## config.mk

```make
export PLATFORM = sky130hd
export DESIGN_NAME = qspi_master
export DESIGN_NICKNAME = d
export VERILOG_FILES = /design/src/rtl/qspi_master.sv
export SDC_FILE = /design/constraint.sdc
export NUM_CORES = 1
export LEC_CHECK = 0
export ABC_AREA = 1
export CORE_ASPECT_RATIO = 0.75
export CORE_MARGIN = 2
export CORE_UTILIZATION = 42
export CTS_CLUSTER_DIAMETER = 30
export CTS_CLUSTER_SIZE = 14
export DETAILED_ROUTE_END_ITERATION = 8
export PLACE_DENSITY = 0.66
export REMOVE_ABC_BUFFERS = 1
export SYNTH_ARGS = -nofsm -noshare
export SYNTH_HDL_FRONTEND = slang
export SYNTH_SLANG_ARGS = --single-unit
```

## constraint.sdc

```tcl
create_clock -name io_mainClk -period 1.6 [get_ports io_mainClk]
set_input_delay 0.24 -clock io_mainClk [delete_from_list [all_inputs] [get_ports io_mainClk]]
set_output_delay 0.24 -clock io_mainClk [all_outputs]
set_load 0.01 [all_outputs]
```

## src/rtl/qspi_master.sv

```systemverilog
// qspi_master: quad-SPI initiator, SPI mode 0, two QCK cycles per byte, high nibble first.
// Define QSPI_MASTER_DUMMY_EN to add io_cmd_dummy (read dummy QCK cycles before data).
module qspi_master #(
    parameter int CLK_DIV = 2,
    parameter int LEN_W   = 8
) (
    input  logic             io_mainClk,
    input  logic             io_asyncReset,
    input  logic             io_cmd_valid,
    output logic             io_cmd_ready,
    input  logic             io_cmd_write,
    input  logic [LEN_W-1:0] io_cmd_length,
`ifdef QSPI_MASTER_DUMMY_EN
    input  logic [3:0]       io_cmd_dummy,
`endif
    input  logic             io_tx_valid,
    output logic             io_tx_ready,
    input  logic [7:0]       io_tx_data,
    output logic             io_rx_valid,
    output logic [7:0]       io_rx_data,
    output logic             io_busy,
    output logic             io_qspi_qss,
    output logic             io_qspi_qck,
    input  logic [3:0]       io_qspi_qd_read,
    output logic [3:0]       io_qspi_qd_write,
    output logic [3:0]       io_qspi_qd_writeEnable
);

    localparam int DW = (CLK_DIV > 1) ? $clog2(CLK_DIV) : 1;

    typedef enum logic [2:0] {
        S_IDLE, S_SETUP, S_FETCH, S_SHIFT, S_HOLD, S_GAP, S_DUMMY
    } state_t;

    state_t           r_state, w_state;
    logic [DW-1:0]    r_div, w_div;
    logic [1:0]       r_ph, w_ph;
    logic [LEN_W-1:0] r_len, w_len;
    logic             r_wr, w_wr;
    logic [7:0]       r_sh, w_sh;
    logic             r_qss, w_qss;
    logic             r_qck, w_qck;
    logic [3:0]       r_qd, w_qd;
    logic             r_oe, w_oe;
    logic             r_tx_ready, w_tx_ready;
    logic             r_rx_valid, w_rx_valid;
    logic [7:0]       r_rx_data, w_rx_data;
    logic             r_busy, w_busy;
    logic             r_cmd_ready, w_cmd_ready;
    logic             w_tick;
`ifdef QSPI_MASTER_DUMMY_EN
    logic [3:0]       r_dcnt, w_dcnt;
`endif

    assign w_tick = (r_div == DW'(CLK_DIV - 1));

    assign io_cmd_ready           = r_cmd_ready;
    assign io_tx_ready            = r_tx_ready;
    assign io_rx_valid            = r_rx_valid;
    assign io_rx_data             = r_rx_data;
    assign io_busy                = r_busy;
    assign io_qspi_qss            = r_qss;
    assign io_qspi_qck            = r_qck;
    assign io_qspi_qd_write       = r_qd;
    assign io_qspi_qd_writeEnable = {4{r_oe}};

    // State and output registers; every output comes straight from a flop
    always_ff @(posedge io_mainClk or posedge io_asyncReset) begin
        if (io_asyncReset) begin
            r_state     <= S_IDLE;
            r_div       <= '0;
            r_ph        <= 2'd0;
            r_len       <= '0;
            r_wr        <= 1'b0;
            r_sh        <= 8'h00;
            r_qss       <= 1'b1;
            r_qck       <= 1'b0;
            r_qd        <= 4'h0;
            r_oe        <= 1'b0;
            r_tx_ready  <= 1'b0;
            r_rx_valid  <= 1'b0;
            r_rx_data   <= 8'h00;
            r_busy      <= 1'b0;
            r_cmd_ready <= 1'b1;
`ifdef QSPI_MASTER_DUMMY_EN
            r_dcnt      <= 4'd0;
`endif
        end else begin
            r_state     <= w_state;
            r_div       <= w_div;
            r_ph        <= w_ph;
            r_len       <= w_len;
            r_wr        <= w_wr;
            r_sh        <= w_sh;
            r_qss       <= w_qss;
            r_qck       <= w_qck;
            r_qd        <= w_qd;
            r_oe        <= w_oe;
            r_tx_ready  <= w_tx_ready;
            r_rx_valid  <= w_rx_valid;
            r_rx_data   <= w_rx_data;
            r_busy      <= w_busy;
            r_cmd_ready <= w_cmd_ready;
`ifdef QSPI_MASTER_DUMMY_EN
            r_dcnt      <= w_dcnt;
`endif
        end
    end

    // Next-state and next-output decode; the divider restarts on every tick and state change
    always_comb begin
        w_state     = r_state;
        w_div       = r_div + DW'(1);
        w_ph        = r_ph;
        w_len       = r_len;
        w_wr        = r_wr;
        w_sh        = r_sh;
        w_qss       = r_qss;
        w_qck       = r_qck;
        w_qd        = r_qd;
        w_oe        = r_oe;
        w_tx_ready  = r_tx_ready;
        w_rx_valid  = 1'b0;
        w_rx_data   = r_rx_data;
        w_busy      = r_busy;
        w_cmd_ready = r_cmd_ready;
`ifdef QSPI_MASTER_DUMMY_EN
        w_dcnt      = r_dcnt;
`endif
        unique case (r_state)
            S_IDLE: begin
                w_div = '0;
                if (io_cmd_valid) begin
                    w_state     = S_SETUP;
                    w_qss       = 1'b0;
                    w_busy      = 1'b1;
                    w_cmd_ready = 1'b0;
                    w_wr        = io_cmd_write;
                    w_len       = io_cmd_length;
`ifdef QSPI_MASTER_DUMMY_EN
                    w_dcnt      = io_cmd_write ? 4'd0 : io_cmd_dummy;
`endif
                end
            end
            S_SETUP: begin
                if (w_tick) begin
                    w_div = '0;
                    w_ph  = 2'd0;
                    if (r_wr) begin
                        w_state    = S_FETCH;
                        w_tx_ready = 1'b1;
                    end else begin
                        w_state = S_SHIFT;
`ifdef QSPI_MASTER_DUMMY_EN
                        if (r_dcnt != 4'd0) w_state = S_DUMMY;
`endif
                    end
                end
            end
            S_FETCH: begin
                w_div = '0;
                if (io_tx_valid && r_tx_ready) begin
                    w_state    = S_SHIFT;
                    w_ph       = 2'd0;
                    w_tx_ready = 1'b0;
                    w_sh       = io_tx_data;
                    w_qd       = io_tx_data[7:4];
                    w_oe       = 1'b1;
                end
            end
            S_SHIFT: begin
                if (w_tick) begin
                    w_div = '0;
                    w_ph  = r_ph + 2'd1;
                    case (r_ph)
                        2'd0: begin
                            w_qck = 1'b1;
                            if (!r_wr) w_sh[7:4] = io_qspi_qd_read;
                        end
                        2'd1: begin
                            w_qck = 1'b0;
                            if (r_wr) w_qd = r_sh[3:0];
                        end
                        2'd2: begin
                            w_qck = 1'b1;
                            if (!r_wr) w_sh[3:0] = io_qspi_qd_read;
                        end
                        default: begin
                            w_qck = 1'b0;
                            if (!r_wr) begin
                                w_rx_valid = 1'b1;
                                w_rx_data  = r_sh;
                            end
                            if (r_len == '0) begin
                                w_state = S_HOLD;
                            end else begin
                                w_len = r_len - LEN_W'(1);
                                if (r_wr) begin
                                    w_state    = S_FETCH;
                                    w_tx_ready = 1'b1;
                                end
                            end
                        end
                    endcase
                end
            end
            S_HOLD: begin
                if (w_tick) begin
                    w_div   = '0;
                    w_state = S_GAP;
                    w_qss   = 1'b1;
                    w_oe    = 1'b0;
                    w_qd    = 4'h0;
                end
            end
            S_GAP: begin
                if (w_tick) begin
                    w_div       = '0;
                    w_state     = S_IDLE;
                    w_busy      = 1'b0;
                    w_cmd_ready = 1'b1;
                end
            end
`ifdef QSPI_MASTER_DUMMY_EN
            S_DUMMY: begin
                if (w_tick) begin
                    w_div = '0;
                    if (!r_ph[0]) begin
                        w_qck = 1'b1;
                        w_ph  = 2'd1;
                    end else begin
                        w_qck = 1'b0;
                        w_ph  = 2'd0;
                        if (r_dcnt == 4'd1) w_state = S_SHIFT;
                        w_dcnt = r_dcnt - 4'd1;
                    end
                end
            end
`endif
            default: begin
                w_state = S_IDLE;
            end
        endcase
    end

endmodule

```

# Yosys cells after proc, flatten, opt, wreduce, memory -nomap -nowiden
# Index checks and enable logic that the tools add are counted.
[word_totals]
word_cells = 125
inputBits = 25
reg_bits = 42
[op_classes]
n_reduce_logical = 28
muxes = 55
n_bitwise = 2
eq_ne = 21
n_addsub = 3
[op_table]
columns = ["cell", "n"]
rows = [
  ["8-bit 2-to-1 mux", 6],
  ["4-bit 2-to-1 mux", 8],
  ["8-bit case mux with 2 select lines", 2],
  ["3-bit 2-to-1 mux", 9],
  ["2-bit != test (second input constant)", 13],
  ["1-bit 2-to-1 mux", 18],
  ["3-bit case mux with 6 select lines", 1],
  ["5-bit AND reduction", 3],
  ["4-bit case mux with 3 select lines", 1],
  ["6-bit AND reduction", 2],
  ["1-bit case mux with 2 select lines", 5],
  ["2-bit nonzero test", 5],
  ["3-bit AND reduction", 3],
  ["8-bit zero test", 1],
  ["4-bit AND reduction", 2],
  ["8-bit AND reduction", 1],
  ["8-bit by 1-bit subtractor with 8-bit output (second input constant)", 1],
  ["3-bit by 2-bit == test with 1-bit output (second input constant)", 2],
  ["3-bit == test (second input constant)", 2],
  ["2-bit 2-to-1 mux", 3],
  ["2-bit case mux with 3 select lines", 1],
  ["3-bit nonzero test", 2],
  ["2-bit AND reduction", 2],
  ["2-bit OR reduction", 2],
  ["other kinds (13)", 14],
]

# Depth between registers and ports, before layout
[logic_depth]
depth_word = 5
mapped_depth = 10
ltp_nobuf = 10

# Worst setup path after synthesis
# No wires, ideal clock.
[synth_timing]
path_kind = "register -> register"
startpoint = "register r_len[0]"
endpoint = "register r_state[0]"
arrival_ns = 1.316
t_required_ns = 1.484
n_path_buf = 0
setup_time_ns = 0.116
path_stages_with_launch = 10
setup_slack_ns = 0.167
cell_sequence = "dfrtp_1 > inv_1 > ha_1 > nand3_1 > nor2_1 > nor2_1 > nor2_1 > nand2_1 > nand2_1 > nand2_1"
[synth_via]
elab_chain_cells = 5
word_cells_on_any_way = 7
cone_classes = "1 x eq/ne; 4 x mux; 2 x reduce/logical"
[synth_lines]
columns = ["element", "line", "rtl"]
rows = [
  ["from (decl)", "38", "logic [LEN_W-1:0] r_len, w_len;"],
  ["from (signal assigned)", "92", "r_len <= w_len;"],
  ["8-bit zero test (*)", "194", "if (r_len == '0) begin"],
  ["3-bit 2-to-1 mux", "194", ""],
  ["3-bit 2-to-1 mux", "175", "case (r_ph)"],
  ["3-bit 2-to-1 mux", "172", "if (w_tick) begin"],
  ["3-bit case mux with 6 select lines", "130", "unique case (r_state)"],
  ["to (signal assigned)", "89", "r_state <= w_state;"],
  ["to (decl)", "35", "state_t r_state, w_state;"],
]
# Mark *: on every way between the ends. The rest lies on a longest branch, timed or not. The select of a mux whose other input is x is not followed.
# A chain may end at the register's enable or synchronous reset.

# Worst setup path after layout
[layout_timing]
startpoint = "register r_oe"
endpoint = "output io_qspi_qd_writeEnable[3]"
[layout_lines]
columns = ["element", "line", "rtl"]
rows = [
  ["from (decl)", "44", "logic r_oe, w_oe;"],
  ["from (signal assigned)", "98", "r_oe <= w_oe;"],
  ["to (decl)", "26", "output logic [3:0] io_qspi_qd_writeEnable"],
]
# No word-level cell between the ends.

==> flow_summary.yaml <==
timing:
  period_share_pct: 93.48
  clock_skew_ns: 0.006131
  tns_ns: 0
  fin_ws_ns: 0.1044
  maxSlewViolCount: 0
  period_needed_ns: 1.496
  finalSetupViolCount: 0
  max_freq_mhz: 668.6
  rsz0062_at_grt: "true"
  worstMarginPinSlew_ns: 0.2606
  fin_hold_ws_ns: 0.3114
  max-slew-margin-rel_pct: 82.45
  finalHoldViolations: 0
global_routing:
  grt_overflow: 0
  grt_max_degree: 43
  grtUsageMet2_pct: 28.86
  grtUsageMet3_pct: 3.834
  grt_pass1_wl_um: 9708
  grt_pass1_vias: 2177
  gr-usage-all-layers_pct: 18.19
  grt-busiest-layer: "met2"
  grt_use_met1_pct: 25.76
  antenna_found_initial: 0
worst_setup_path:
  crit_fanout: 5
  path_depth: 1
  path_cells: "clkdlybuf4s50_1"
  required_ns: 1.36
  critPathLaunch: "r_oe$_DFFE_PP0P_"
  cp.arrival_ns: 1.26
  ff2ff_path_depth: 7
  cp_top_family: "buffers and inverters"
  rr_endpoint: "r_sh[4]$_DFFE_PP0P_"
  path_class: "reg2out"
  timing.rr.start: "r_state[0]$_DFFE_PP0P_"
  end_kind: "primary output"
  crit_end: "io_qspi_qd_writeEnable[3]"
  startpoint_type: "register"
  cp.buffers_inverters: 1
  critPathMaxStageDelay_ns: 0.56
  cp_slowest_cell: "clkdlybuf4s50_1"
  rrSetupSlack_ns: 0.12
flow_run:
  drv_cap: 0
floorplanning:
  start_util_pct: 43.41
  fp.dieArea_um2: 6664
  die_h_um: 71.20
  num_io_pins: 47
  num_rows: 24
  core_area_um2: 5826
  die_w_um: 93.60
yosys:
  ys_types: 29
  synthFlopType: "dfrtp_1"
  synth_most_common_cell: "nand2_1"
  synth_top_family_by_area: "simple AND/OR/NAND/NOR gates"
  yosysTopAreaCell: "dfrtp_1"
  synth_compound_area_share_pct: 8.412
  syn-cell-area_um2: 2529
  yosys.area_share.adder_pct: 2.969
  async_reset_ff_share_pct: 100.0
  synth_common_cells: "nand2_1 (128), dfrtp_1 (40), inv_1 (33)"
  ys_seq_elements: 42
  ys_seq_area_share_pct: 41.66
  ys.warnings.count: 0
  postSynthCellCount: 332
  yosys.area_share.simple_pct: 37.01
  ys_top_cells_by_area: "dfrtp_1 (40%), nand2_1 (19%), nand3_1 (5.5%), inv_1 (4.9%), o21ai_0 (3.6%)"
  synth_xor_area_share_pct: 0
  synth_area_per_cell_um2: 7.616
  yosysTopAreaCellShare_pct: 39.58
  synth_edf_count: 0
  synthMuxAreaShare_pct: 0
clocking:
  cts_sinks: 42
  cts_buffers: 5
  clk-insertion-delay-late_ns: 0.30
  root_buffer: "clkbuf_8"
  h-tree-depth: 2
  cts_tree: "built"
  cts_buffer_depth: 2
  clkTransAtPathRegs_ns: 0.09
pwr:
  p_switching_mw: 2.955
  peakVddDrop_v: 0.001172
  p_leak_nw: 1.743
  clkPwrFrac_pct: 12.9
  intPower_mw: 3.720
  p_sw_share_pct: 44.26
  powerDensity_nw_per_um2: 1968
  p_seq_share_pct: 28.2
  pwr-share-comb_pct: 58.9
final_layout:
  antenna_cells: 0
  final_util_pct: 58.23
  drive_above_1_share_pct: 19.31
  nets: 434
  fill_cells: 549
  finalInstanceArea_um2: 3392
  area_delta_synth_final_pct: 34.14
routing:
  wl_per_cell_um: 11.75
  viasPerCell: 4.776
  detail_route.first_pass.iterations: 4
  drc: 0
  ant_nets: 0
  first_iter_violations: 114
  vias: 2302
  wl_um: 5664
status:
  status: "complete, no violations"
placed_design:
  port_buffers: 46
  placed_area_um2: 3218
  gp_congestion: 0.9078
  post-place-ws_ns: -0.04466
  dp_hpwl_um: 4256
min_path:
  min_path_type: "in2async"
==> area by class of cell <==
| class | count | area (um^2) | share of cell area (%) |
|---|---|---|---|
| clock buffers | 5 | 68.82 | 2.029 |
| clock inverters | 3 | 43.79 | 1.291 |
| inverters | 34 | 130.1 | 3.836 |
| multi-input cells | 244 | 1257 | 37.07 |
| flip-flops and latches | 42 | 1056 | 31.13 |
| well taps | 78 | 97.59 | 2.877 |
| repair buffers | 76 | 738.2 | 21.76 |
==> sequential cells by signal, summed over array words and instances, names as in the netlist, 2 cells and up <==
register          count
r_len                 8
io_qspi_qd_write      4
r_ph                  2
r_state               3
io_rx_data            8
r_sh                  8
==> routing by layer <==
layer  vias up  part of all wire (%)
met5         -                     0
met4         0                  0.64
met3         5                   6.3
met2        60                    44
met1      1049                    49
li1       1188                     -
==> cell families after synthesis <==
kind of cell,count (synthesis)
DFF,42
and+or+nand+nor,203
adders and majority gates,6
AOI/OAI and AO/OA,34
buffers and inverters,47
==> placed cells by master, fill, tap and decap left out, types with 3 or more instances in the layout <==
cell	n
nand3_2	4
dfrtp_1	38
inv_1	33
nand2_1	126
nand2_2	12
clkdlybuf4s50_1	44
o22ai_1	4
buf_4	24
o21ai_0	18
a21oi_1	3
buf_12	4
nand3_1	27
ha_1	5
nor2_1	21
o21ai_2	5
clkbuf_8	5
nor2_4	4
==> how the worst min path moves through the flow <==
stage,startpoint,endpoint
after global placement,io_qspi_qss$_DFFE_PP1P_,io_qspi_qss$_DFFE_PP1P_
final,io_asyncReset,io_qspi_qd_write[3]$_DFFE_PP0P_
after detailed placement,r_sh[2]$_DFFE_PP0P_,r_sh[2]$_DFFE_PP0P_
after CTS,io_asyncReset,io_qspi_qd_write[3]$_DFFE_PP0P_
after global routing,io_asyncReset,io_qspi_qd_write[3]$_DFFE_PP0P_
after floorplan,io_cmd_write,r_wr$_DFFE_PP0P_
==> power groups by stage <==
stage / clock [mW] / sequential [mW] / combinational [mW]
final: 0.859 / 1.89 / 3.93
after global routing: 0.930 / 1.94 / 4.42
after CTS: 0.880 / 1.91 / 3.76
after detailed placement: 0 / 1.92 / 3.74
after global placement: 0 / 1.91 / 3.68
after floorplan: 0 / 1.97 / 2.20
==> stage by stage <==
| stage | total power [mW] | instances |
|---|---|---|
| 5_1_grt | 7.290 | 482 |
| 6_report | 6.675 | 482 |
| 3_3_place_gp | 5.595 | 470 |
| 3_5_place_dp | 5.665 | 470 |
| 4_1_cts | 6.554 | 478 |
| 2_1_floorplan | 4.175 | 319 |
==> timing repair <==
item                       in CTS  in global routing
pin swaps                       0                  2
gates resized for setup         3                  9
setup endpoints to repair      11                 20
gates cloned                    0                  1
buffers inserted                0                  3
hold buffers                    0                  0
Note: power is estimated with default switching activity, not from simulation.
